### src/rtl/wb_host_master.sv
// -----------------------------------------------------------------------------
// wb_host_master
// Wishbone classic single-transfer master. A command accepted on the
// valid/ready command channel becomes exactly one Wishbone read or write
// cycle. The outcome is returned on a valid/ready response channel. If the
// slave never acknowledges, a watchdog ends the cycle with an error response,
// so the bus cannot hang.
//
// Ports
//   wb_clk_i, wb_rst_ni          clock, asynchronous active-low reset
//   cmd_valid_i / cmd_ready_o    command handshake (ready only while idle)
//   cmd_we_i, cmd_adr_i,
//   cmd_dat_i, cmd_sel_i         command payload
//   rsp_valid_o / rsp_ready_i    response handshake
//   rsp_dat_o, rsp_err_o         read data (0 for writes/errors), timeout flag
//   wbm_*                        Wishbone master side
// -----------------------------------------------------------------------------
module wb_host_master #(
    parameter int unsigned AW      = 32,
    parameter int unsigned DW      = 32,
    parameter int unsigned TIMEOUT = 255
) (
    input  logic            wb_clk_i,
    input  logic            wb_rst_ni,
    input  logic            cmd_valid_i,
    output logic            cmd_ready_o,
    input  logic            cmd_we_i,
    input  logic [AW-1:0]   cmd_adr_i,
    input  logic [DW-1:0]   cmd_dat_i,
    input  logic [DW/8-1:0] cmd_sel_i,
    output logic            rsp_valid_o,
    input  logic            rsp_ready_i,
    output logic [DW-1:0]   rsp_dat_o,
    output logic            rsp_err_o,
    output logic            wbm_cyc_o,
    output logic            wbm_stb_o,
    output logic            wbm_we_o,
    output logic [DW/8-1:0] wbm_sel_o,
    output logic [AW-1:0]   wbm_adr_o,
    output logic [DW-1:0]   wbm_dat_o,
    input  logic            wbm_ack_i,
    input  logic [DW-1:0]   wbm_dat_i
);

    localparam int unsigned SW       = DW / 8;
    localparam int unsigned CW       = (TIMEOUT > 32'd0) ? $clog2(TIMEOUT + 32'd1) : 1;
    localparam bit          WD_EN    = (TIMEOUT != 32'd0);
    // Counter value on the last permitted wait edge; stb is then high for exactly TIMEOUT cycles.
    localparam logic [CW-1:0] CNT_LAST = CW'((TIMEOUT > 32'd0) ? (TIMEOUT - 32'd1) : 32'd0);
    localparam logic [CW-1:0] CNT_MAX  = {CW{1'b1}};

    typedef enum logic [1:0] {
        IDLE = 2'd0,
        BUS  = 2'd1,
        RESP = 2'd2
    } state_e;

    state_e          state_q, state_d;
    logic            cyc_q, cyc_d;
    logic            we_q, we_d;
    logic [AW-1:0]   adr_q, adr_d;
    logic [DW-1:0]   dat_q, dat_d;
    logic [SW-1:0]   sel_q, sel_d;
    logic [CW-1:0]   cnt_q, cnt_d;
    logic            rsp_valid_q, rsp_valid_d;
    logic [DW-1:0]   rsp_dat_q, rsp_dat_d;
    logic            rsp_err_q, rsp_err_d;

    // Next-state and next-output logic of the transfer FSM.
    always_comb begin
        state_d     = state_q;
        cyc_d       = cyc_q;
        we_d        = we_q;
        adr_d       = adr_q;
        dat_d       = dat_q;
        sel_d       = sel_q;
        cnt_d       = cnt_q;
        rsp_valid_d = rsp_valid_q;
        rsp_dat_d   = rsp_dat_q;
        rsp_err_d   = rsp_err_q;

        case (state_q)
            IDLE: begin
                if (cmd_valid_i) begin
                    we_d    = cmd_we_i;
                    adr_d   = cmd_adr_i;
                    dat_d   = cmd_dat_i;
                    sel_d   = cmd_sel_i;
                    cyc_d   = 1'b1;
                    cnt_d   = {CW{1'b0}};
                    state_d = BUS;
                end else begin
                    state_d = IDLE;
                end
            end
            BUS: begin
                // Ack is tested first so an ack on the timeout edge still completes normally.
                if (wbm_ack_i) begin
                    cyc_d       = 1'b0;
                    rsp_dat_d   = we_q ? {DW{1'b0}} : wbm_dat_i;
                    rsp_err_d   = 1'b0;
                    rsp_valid_d = 1'b1;
                    state_d     = RESP;
                end else if (WD_EN && (cnt_q == CNT_LAST)) begin
                    cyc_d       = 1'b0;
                    rsp_dat_d   = {DW{1'b0}};
                    rsp_err_d   = 1'b1;
                    rsp_valid_d = 1'b1;
                    state_d     = RESP;
                end else begin
                    cnt_d   = (cnt_q == CNT_MAX) ? cnt_q : (cnt_q + CW'(1));
                    state_d = BUS;
                end
            end
            RESP: begin
                if (rsp_ready_i) begin
                    rsp_valid_d = 1'b0;
                    state_d     = IDLE;
                end else begin
                    state_d = RESP;
                end
            end
            default: begin
                cyc_d       = 1'b0;
                rsp_valid_d = 1'b0;
                state_d     = IDLE;
            end
        endcase
    end

    // State and output registers; async reset drops the bus cycle immediately.
    always_ff @(posedge wb_clk_i or negedge wb_rst_ni) begin
        if (!wb_rst_ni) begin
            state_q     <= IDLE;
            cyc_q       <= 1'b0;
            we_q        <= 1'b0;
            adr_q       <= {AW{1'b0}};
            dat_q       <= {DW{1'b0}};
            sel_q       <= {SW{1'b0}};
            cnt_q       <= {CW{1'b0}};
            rsp_valid_q <= 1'b0;
            rsp_dat_q   <= {DW{1'b0}};
            rsp_err_q   <= 1'b0;
        end else begin
            state_q     <= state_d;
            cyc_q       <= cyc_d;
            we_q        <= we_d;
            adr_q       <= adr_d;
            dat_q       <= dat_d;
            sel_q       <= sel_d;
            cnt_q       <= cnt_d;
            rsp_valid_q <= rsp_valid_d;
            rsp_dat_q   <= rsp_dat_d;
            rsp_err_q   <= rsp_err_d;
        end
    end

    // Classic single transfers: stb always tracks cyc.
    assign cmd_ready_o = (state_q == IDLE);
    assign wbm_cyc_o   = cyc_q;
    assign wbm_stb_o   = cyc_q;
    assign wbm_we_o    = we_q;
    assign wbm_adr_o   = adr_q;
    assign wbm_dat_o   = dat_q;
    assign wbm_sel_o   = sel_q;
    assign rsp_valid_o = rsp_valid_q;
    assign rsp_dat_o   = rsp_dat_q;
    assign rsp_err_o   = rsp_err_q;

endmodule

### config.mk
export PLATFORM = sky130hd
export DESIGN_NAME = wb_host_master
export DESIGN_NICKNAME = d
export VERILOG_FILES = /design/src/rtl/wb_host_master.sv
export SDC_FILE = /design/constraint.sdc
export NUM_CORES = 1
export LEC_CHECK = 0
export CORE_MARGIN = 2
export CORE_UTILIZATION = 41
export DETAILED_ROUTE_END_ITERATION = 7
export PLACE_DENSITY = 0.8
export SYNTH_ARGS = -nofsm -noshare
export SYNTH_HDL_FRONTEND = slang
export SYNTH_SLANG_ARGS = --single-unit
### constraint.sdc
create_clock -name wb_clk_i -period 1.94 [get_ports wb_clk_i]
set_clock_uncertainty 0.05 [all_clocks]
set_input_delay 0.388 -clock wb_clk_i [delete_from_list [all_inputs] [get_ports wb_clk_i]]
set_output_delay 0.388 -clock wb_clk_i [all_outputs]
set_load 0.05 [all_outputs]
==> metrics.md <==
| Metric | Value |
|---|---|
| Outcome | finished, final reports clean |
| Skew-Pair Late Insertion Delay | between 500 and 600 ps |
| Seq/Total Area, Yosys | 63.55% |
| Worst-margin pin slew | 551.2 ps |
| Reg2reg end | rsp_dat_o[8] |
| DP HPWL | slightly above 8000 um |
| 1st-pass router iterations | 4 |
| Synthesized area | approximately 4500 um2 |
| Grt ovf | 0 |
| Async SR Flop Fraction | 100.0% |
| Post-synth net total | approximately 400 |
| Max-cap violations | 0 |
| Standby leakage power | between 0.003 and 0.004 uW |
| Detail Route Antenna Nets | 0 |
| Simple logic cell fraction of the synthesized area | 4.069% |
| Total GRT Usage | between 20% and 30% |
| Global-route wire length before repair | between 15000 and 20000 um |
| Reg2Reg Setup Slack | 150 ps |
| Final net count | between 600 and 700 |
| Reg-to-Reg Start | cnt_q[0] |
| Die area | 11800 um2 |
| Fin crit period | 1860 ps |
| CP Class | register to primary output |
| Hold WC Path Type | input port to asynchronous set/reset pin |
| Initial antenna violation count | 0 |
| #FFs+latches synth | ~110 |
| Total power | between 15000 and 20000 uW |
| CTS sink count | about 110 |
| Relative slew slack | around 63% |
| Ys Warns | 0 |
| EDFF count, synth | 0 |
| Post-synthesis mux area share | between 10% and 20% |
| Layout cell share with drive strength beyond 1 | between 20 and 25% |
| Dpl cells | roughly 640 |
| Dpl cell area | 6629 um2 |
| Largest net degree at the start of global routing | 51 |
| Initial Util | around two fifths |
| Std cell rows | 38 |
| Post-route cell area | 7214 um2 |
| Synth top area cells | dfrtp_1 (64%), mux2_1 (14%), a22o_1 (6.2%) |
| Per-cell routed wire length | 16.78 um |
| Num ports | between 200 and 250 |
| Maximum clock path buffer count | 2 |
| WP buf/inv | 1 |
| Cell Chain, Critical Path | clkdlybuf4s15_1 |
| Clk slew on worst S/H paths | about 60 ps |
| Period utilization | approximately 96% |
| DRC Markers | 0 |
| WP data arrival | 1420 ps |
| Slew Limit Fails | 0 |
| Worst path max stage delay | ~550 ps |
| Detailed Route WL | approximately 11000 um |
| RSZ-0062 raised after global routing | false |
| Most common cell after layout, fill and taps aside | dfrtp_1 |
| Top-area cell type share of the netlist area | a little under two thirds |
| Global placement routability congestion | about 0.84 |
| CTS H-tree depth | 4 |
| Pre-CTS WS | -18.32 ps |
| Final Setup Violations | 0 |
| Vias in the first global route | around 3700 |
| Critical Path RT | approximately 1500 ps |
| Synthesized area per cell | between 15 and 20 um2 |
| CTS root buf | clkbuf_8 |
| Area leader, netlist | dfrtp_1 |
| Worst setup margin | about 80 ps |
| Most common flop cell mapped by yosys | dfrtp_1 |
| Die W | roughly 110 um |
| Fmax | roughly 540 MHz |
| Hold Vio Cnt, Final | 0 |
| Post-Synth Adder-Cell Area | 0.5574% |
| CTS tree | built |
| Max FO, Critical Path | 2 |
| Via count | 3342 |
| Synth cell types | 37 |
| Cell area power density | between 2000 and 2500 nW/um2 |
| Area Growth Syn to Fin | 60.70% |
| CP startpoint kind | register |
| Largest family of logic cells by synthesized area | multiplexers |
| Core area | between 10000 and 15000 um2 |
| Worst Hold Slack | roughly 240 ps |
| R2R depth | 6 |
| Peak supply drop | roughly 1200 uV |
| Starting DRT DRC Count | 155 |
| Finished Layout Cells | 670 |
| Top delay family on crit path | buffers and inverters |
| Compound-Gate Fraction of Synth Area | a little over a tenth |
| Number of vias per cell | around 5.0 |
| Post-synthesis xor/xnor area fraction | 0% |
| IO Port Bufs | about 210 |
| Die Ht | around 110 um |
| Diodes inserted | 0 |
| Fillers | 840 |
| Crit. End Element | primary output |
| Synth Instances | about 300 |
| CTS Buf Count | 17 |
| Crit-path slowest cell | clkdlybuf4s15_1 |
| Most frequent cells in the layout | dfrtp_1 (114), clkdlybuf4s50_1 (104), mux2_1 (56), buf_4 (56), dlygate4sd2_1 (55) |
-- final cells by class --
type | instances | area (um2) | share of cell area (%)
tap | 140 | 175.2 | 2.428
timing repair buffer | 222 | 2063 | 28.60
sequential | 114 | 2853 | 39.54
inverter | 4 | 15.01 | 0.2081
multi-input combinational | 158 | 1473 | 20.41
clock inverter | 12 | 180.2 | 2.497
clock buffer | 20 | 455.4 | 6.313
-- Yosys cell counts, drive strengths merged (3+ instances only) --
master	instances
dfrtp	114
mux2	69
a22o	32
buf	17
nor2	8
a21oi	6
nand2	6
o21ai	6
inv	4
nand3	3
nand4	3
o22a	3
o31ai	3
-- power breakdown --
group          switching, uW  internal (uW)  total (uW)
logic                   5220           2420        7650
clock network           1080           2190        3260
registers                633           3480        4110
total                   6930           8090       15000
-- per-layer routing --
metal	wire [um]	share of wire, %	GRT usage (%)
met4	293	2.6	10.26
met5	0	0	0
met2	5893	52	33.88
met1	4278	38	22.59
met3	777	6.9	6.814
-- repair_timing --
item	CTS	global route
setup buffers	0	0
gates cloned	0	0
endpoints found under the hold margin	16	0
setup endpoints to repair	56	22
hold buffers	1	0
resized for setup	56	2
-- flip-flops by register name, indices dropped and copies added, names as in the netlist, 2 cells and up --
name       count
rsp_dat_o     32
wbm_adr_o     32
wbm_dat_o     32
cnt_q          8
wbm_sel_o      4
state_q        2
-- kinds of logic (layout without fill, tap and decap cells) --
family,Yosys count,in the layout
fa+ha+maj,2,2
flops,114,114
buf+inv,21,258
compound gates,57,57
mux,69,69
simple gates,30,30
-- how the worst max path moves through the flow --
stage | startpoint | end | slack (ps) | cells past startpoint
final | rsp_dat_o[15] | rsp_dat_o[15] | 80 | 1
after global routing | state_q[0] | cmd_ready_o | 10 | 2
after CTS | rsp_dat_o[15] | rsp_dat_o[15] | 30 | 1
after detailed placement | wbm_ack_i | cnt_q[3] | -20 | 5
after global placement | cmd_valid_i | wbm_adr_o[25] | -10 | 5
after floorplan | state_q[0] | cmd_ready_o | 350 | 2
-- per-stage QoR --
stage	TNS, ps	util (%)
2_1_floorplan	0	-
6_report	0	67.14
3_3_place_gp	-100.3	61.69
5_1_grt	0	67.14
4_1_cts	0	67.05
3_5_place_dp	-52.99	61.69
(Power assumes the default switching activity.)
